## src/rtl/bin2bcd_stream.sv

```systemverilog
// Iterative shift-and-add-3 binary-to-BCD converter with valid/ready on both sides.
// Optional two's-complement operand support under `define BIN2BCD_SIGNED_EN.
module bin2bcd_stream #(
  parameter int WIDTH  = 16,
  parameter int DIGITS = 5
) (
  input  logic                             clk,
  input  logic                             reset,
  input  logic                             in_valid,
  output logic                             in_ready,
  input  logic [WIDTH-1:0]                 in_data,
  output logic                             out_valid,
  input  logic                             out_ready,
  output logic [4*DIGITS-1:0]              digits,
  output logic [$clog2(DIGITS+1)-1:0]      ndigits,
  output logic                             overflow,
  output logic                             negative
);

  localparam int CW = $clog2(WIDTH) + 1;
  localparam int NW = $clog2(DIGITS + 1);
  localparam int DW = 4 * DIGITS;

  localparam logic [1:0] S_IDLE  = 2'd0;
  localparam logic [1:0] S_SHIFT = 2'd1;
  localparam logic [1:0] S_DONE  = 2'd2;

  logic [1:0]       state_q, state_d;
  logic [WIDTH-1:0] op_q, op_d;
  logic [DW-1:0]    acc_q, acc_d;
  logic [CW-1:0]    cnt_q, cnt_d;
  logic             ovf_q, ovf_d;
  logic [DW-1:0]    dig_q, dig_d;
  logic [NW-1:0]    nd_q, nd_d;
  logic             oflow_q, oflow_d;

  logic [DW-1:0]    adj;
  logic [DW-1:0]    acc_sh;
  logic [WIDTH-1:0] op_sh;
  logic             ovf_sh;
  logic [NW-1:0]    nd_calc;
  logic [WIDTH-1:0] mag;

`ifdef BIN2BCD_SIGNED_EN
  logic sign_q, sign_d;
  logic neg_q, neg_d;

  // Negating the most-negative value wraps to 2^(WIDTH-1), which is the
  // correct unsigned magnitude.
  assign mag = in_data[WIDTH-1] ? (~in_data + WIDTH'(1)) : in_data;
  assign negative = neg_q;

  always_ff @(posedge clk) begin
    if (reset) begin
      sign_q <= 1'b0;
      neg_q  <= 1'b0;
    end else begin
      sign_q <= sign_d;
      neg_q  <= neg_d;
    end
  end

  always_comb begin
    sign_d = sign_q;
    neg_d  = neg_q;
    if (state_q == S_IDLE && in_valid)
      sign_d = in_data[WIDTH-1];
    if (state_q == S_SHIFT && cnt_q == CW'(WIDTH - 1))
      neg_d = sign_q;
  end
`else
  assign mag = in_data;
  assign negative = 1'b0;
`endif

  always_comb begin
    adj = '0;
    for (int i = 0; i < DIGITS; i++) begin
      adj[4*i +: 4] = (acc_q[4*i +: 4] >= 4'd5) ?
                      acc_q[4*i +: 4] + 4'd3 : acc_q[4*i +: 4];
    end
  end

  // A 1 leaving the top digit means the value no longer fits.
  assign acc_sh = {adj[DW-2:0], op_q[WIDTH-1]};
  assign op_sh  = {op_q[WIDTH-2:0], 1'b0};
  assign ovf_sh = ovf_q | adj[DW-1];

  always_comb begin
    nd_calc = NW'(1);
    for (int i = 0; i < DIGITS; i++) begin
      if (acc_sh[4*i +: 4] != 4'd0)
        nd_calc = NW'(i + 1);
    end
    if (ovf_sh)
      nd_calc = NW'(DIGITS);
  end

  always_comb begin
    state_d = state_q;
    op_d    = op_q;
    acc_d   = acc_q;
    cnt_d   = cnt_q;
    ovf_d   = ovf_q;
    dig_d   = dig_q;
    nd_d    = nd_q;
    oflow_d = oflow_q;
    unique case (state_q)
      S_IDLE: begin
        if (in_valid) begin
          op_d    = mag;
          acc_d   = '0;
          ovf_d   = 1'b0;
          cnt_d   = '0;
          state_d = S_SHIFT;
        end
      end
      S_SHIFT: begin
        op_d  = op_sh;
        acc_d = acc_sh;
        ovf_d = ovf_sh;
        cnt_d = cnt_q + CW'(1);
        if (cnt_q == CW'(WIDTH - 1)) begin
          state_d = S_DONE;
          dig_d   = acc_sh;
          nd_d    = nd_calc;
          oflow_d = ovf_sh;
        end
      end
      S_DONE: begin
        if (out_ready)
          state_d = S_IDLE;
      end
      default: state_d = S_IDLE;
    endcase
  end

  always_ff @(posedge clk) begin
    if (reset) begin
      state_q <= S_IDLE;
      op_q    <= '0;
      acc_q   <= '0;
      cnt_q   <= '0;
      ovf_q   <= 1'b0;
      dig_q   <= '0;
      nd_q    <= NW'(1);
      oflow_q <= 1'b0;
    end else begin
      state_q <= state_d;
      op_q    <= op_d;
      acc_q   <= acc_d;
      cnt_q   <= cnt_d;
      ovf_q   <= ovf_d;
      dig_q   <= dig_d;
      nd_q    <= nd_d;
      oflow_q <= oflow_d;
    end
  end

  assign in_ready  = (state_q == S_IDLE);
  assign out_valid = (state_q == S_DONE);
  assign digits    = dig_q;
  assign ndigits   = nd_q;
  assign overflow  = oflow_q;

endmodule
```

## config.mk

```make
export PLATFORM = sky130hd
export DESIGN_NAME = bin2bcd_stream
export DESIGN_NICKNAME = d
export VERILOG_FILES = /design/src/rtl/bin2bcd_stream.sv
export SDC_FILE = /design/constraint.sdc
export NUM_CORES = 1
export LEC_CHECK = 0
export ABC_AREA = 0
export CAP_MARGIN = 20
export CORE_UTILIZATION = 40
export CTS_CLUSTER_SIZE = 14
export DETAILED_ROUTE_END_ITERATION = 12
export DONT_BUFFER_PORTS = 1
export GPL_ROUTABILITY_DRIVEN = 1
export RECOVER_POWER = 100
export SLEW_MARGIN = 15
export SYNTH_ARGS = -nofsm -noshare
export SYNTH_HDL_FRONTEND = slang
export SYNTH_SLANG_ARGS = --single-unit
```

## constraint.sdc

```tcl
create_clock -name clk -period 2.8 [get_ports clk]
set_clock_uncertainty 0.1 [all_clocks]
set_input_delay 0.56 -clock clk [delete_from_list [all_inputs] [get_ports clk]]
set_output_delay 0.56 -clock clk [all_outputs]
set_load 0.1 [all_outputs]
```

==> results_dict.tcl <==
set metrics [dict create \
    clk_latency_ps 340 \
    cp.required_ps 2140 \
    yosys_register_bits 68 \
    ys_types 41 \
    rsz0062_at_grt "no" \
    holdBufCountCts 0 \
    gp_congestion 0.796 \
    yosysWarnings 0 \
    power.density_nw_per_um2 512 \
    cts_setup_buffers 0 \
    wl_per_cell_um 14.3 \
    final_common_cell "dfxtp_1" \
    num_antenna_cells 0 \
    synth_ff_type "dfxtp_1" \
    r2r_setup_slack_ps 540 \
    p_leak_nw 1.29 \
    clock_sinks 68 \
    seqCellArea_um2 1360 \
    power_w 0.00182 \
    outcome "complete, no violations" \
    dr.pass1.iters 4 \
    avgSynthCellArea_um2 7.99 \
    viasPerCell 5.40 \
    cts_tree "yes" \
    clk_pin_slew_ps 70 \
    clockRootBuffer "clkbuf_8" \
    h-tree-depth 3 \
    synthAdderAreaFrac 0.0461 \
    synth_top_family_by_area "compound AO/OA/AOI/OAI gates" \
    synthMuxAreaShare 0.0215 \
    max_freq_mhz 413 \
    synth_xor_area_frac 0.0134 \
    die_y_um 92.3 \
    drc 0 \
    grt_first_pass_wirelength_um 12500 \
    setup_tns_ps 0 \
    initial_core_util 0.417 \
    rows 32 \
    syn_inst 408 \
    synth-simple-area-share 0.203 \
    finalHoldViolCount 0 \
    numPortBuffers 0 \
    fin_crit_ps 2420 \
    synth-edff-count 0 \
    layout_common_cells "dfxtp_1, a21oi_1, nor2_1" \
    grt-ovfl-total 0 \
    crit_type "reg -> out" \
    tightest_slew_ps 1250 \
    synth_seq_area_share 0.418 \
    crit_arrival_ps 1760 \
    drv_cap 0 \
    synth_fp_nets 440 \
    vias 2833 \
    grt_util_all_layers 0.186 \
    syn2layout_area_growth_pct 9.25 \
    hold_class "in -> reg" \
    place_hpwl_um 4900 \
    drtIter0Drc 146 \
    drt-total-wl_um 7480 \
    finalSetupViolCount 0 \
    boundaryPins 47 \
    syn-cell-area_um2 3260 \
    die_x_um 92.3 \
    grt_pass1_vias 2556 \
    num-nets-final 450 \
    antenna_found_initial 0 \
    synth_compound_area_frac 0.242 \
    critPathMaxStageDelay_ps 870 \
    maxSlewHeadroom 0.169 \
    ctsLongestPathBuffers 2 \
    setup.worst_path.end_class "output port" \
    cp_slowest_cell "clkbuf_1" \
    die_area_um2 8510 \
    post_cts_resize_count 0 \
    grt_max_degree 53 \
    worst_setup_path_start_kind "flip-flop" \
    drive_gt1_frac 0.0686 \
    ant_nets 0 \
    core_um2 7810 \
    drv_slew 0 \
    cts_buffers 9 \
    crit_chain "nor2_2 -> clkbuf_1" \
    multi_input_area_um2 1720 \
    fill_cells 799 \
    critPathMaxFanout 9 \
    synthArstFlopShare 0 \
    ir_drop_uv 302 \
    min_period_over_period 0.865 \
]
==> cell usage after synthesis (all sizes together), types with 2 or more instances <==
master | count | area, µm²
a211oi | 8 | 65.1
a21oi | 53 | 277
a22oi | 15 | 113
a31oi | 2 | 12.5
and3 | 3 | 18.8
buf | 10 | 51.3
clkbuf | 17 | 63.8
clkinv | 2 | 7.51
dfxtp | 68 | 1360
ha | 12 | 150
inv | 15 | 56.3
mux2i | 7 | 70.1
nand2 | 47 | 179
nand2b | 7 | 46.3
nand3 | 7 | 35.0
nor2 | 51 | 191
nor3 | 11 | 55.1
nor3b | 8 | 60.1
nor4 | 2 | 27.5
o21ai | 31 | 155
o221ai | 14 | 123
o22ai | 3 | 18.8
xnor2 | 5 | 43.8
==> metal layers <==
layer,GRT usage,vias up,share of wire
met2,0.282,61,0.45
li1,-,1457,-
met4,0.0612,0,0.0099
met5,0,-,0
met3,0.0498,6,0.058
met1,0.255,1309,0.48
==> critical path: cells and delay by family (launching register included) <==
family | cells | cell delay [ps]
buffers and inverters | 1 | 870
DFF | 1 | 400
and+or+nand+nor | 1 | 160
==> cell type report <==
class / instances / share of cell area
repair buffers: 26 / 0.0344
clock inverters: 4 / 0.00738
clock buffers: 12 / 0.0380
multi-input cells: 296 / 0.484
well taps: 102 / 0.0359
inverters: 17 / 0.0179
flip-flops and latches: 68 / 0.382
==> final timing paths <==
| check | start | to | depth (start not counted) |
|---|---|---|---|
| worst max-delay path | state_q[0] | in_ready | 2 |
| worst min-delay path | reset | digits[17] | 1 |
| worst max register to register | state_q[1] | op_q[14] | 5 |
| worst min register to register | digits[5] | digits[5] | 2 |
==> through the flow <==
step / worst slack [ps] / instances / hold slack [ps] / util / cell area, µm²
CTS: 674 / 525 / 171 / 0.465 / 3630
floorplan: 232 / 408 / 346 / - / 3260
global route: 295 / 525 / 167 / 0.456 / 3560
global placement: 828 / 509 / 339 / 0.445 / 3470
finish: 379 / 525 / 191 / 0.456 / 3560
detailed placement: 707 / 509 / 341 / 0.445 / 3470
==> power breakdown <==
group          leakage (nW)  internal [W]  total [W]  switching (W)
combinational         0.659     0.0000394   0.000120      0.0000808
clock                0.0803      0.000321   0.000687       0.000366
sequential            0.552      0.000993    0.00101      0.0000211
==> cell families after synthesis <==
kind of cell    count (synthesis)
compound gates                129
fa+ha+maj                      12
mux                             7
buf+inv                        44
xor+xnor                        5
flops                          68
simple gates                  142
other cells                     1
==> flip-flops by register name, indices dropped and copies added (netlist names) <==
name and flops:
state_q 2, acc_q 20, overflow 1, op_q 16, ovf_q 1, cnt_q 5
ndigits 3, digits 20
Power figures use the tool's default switching activity.
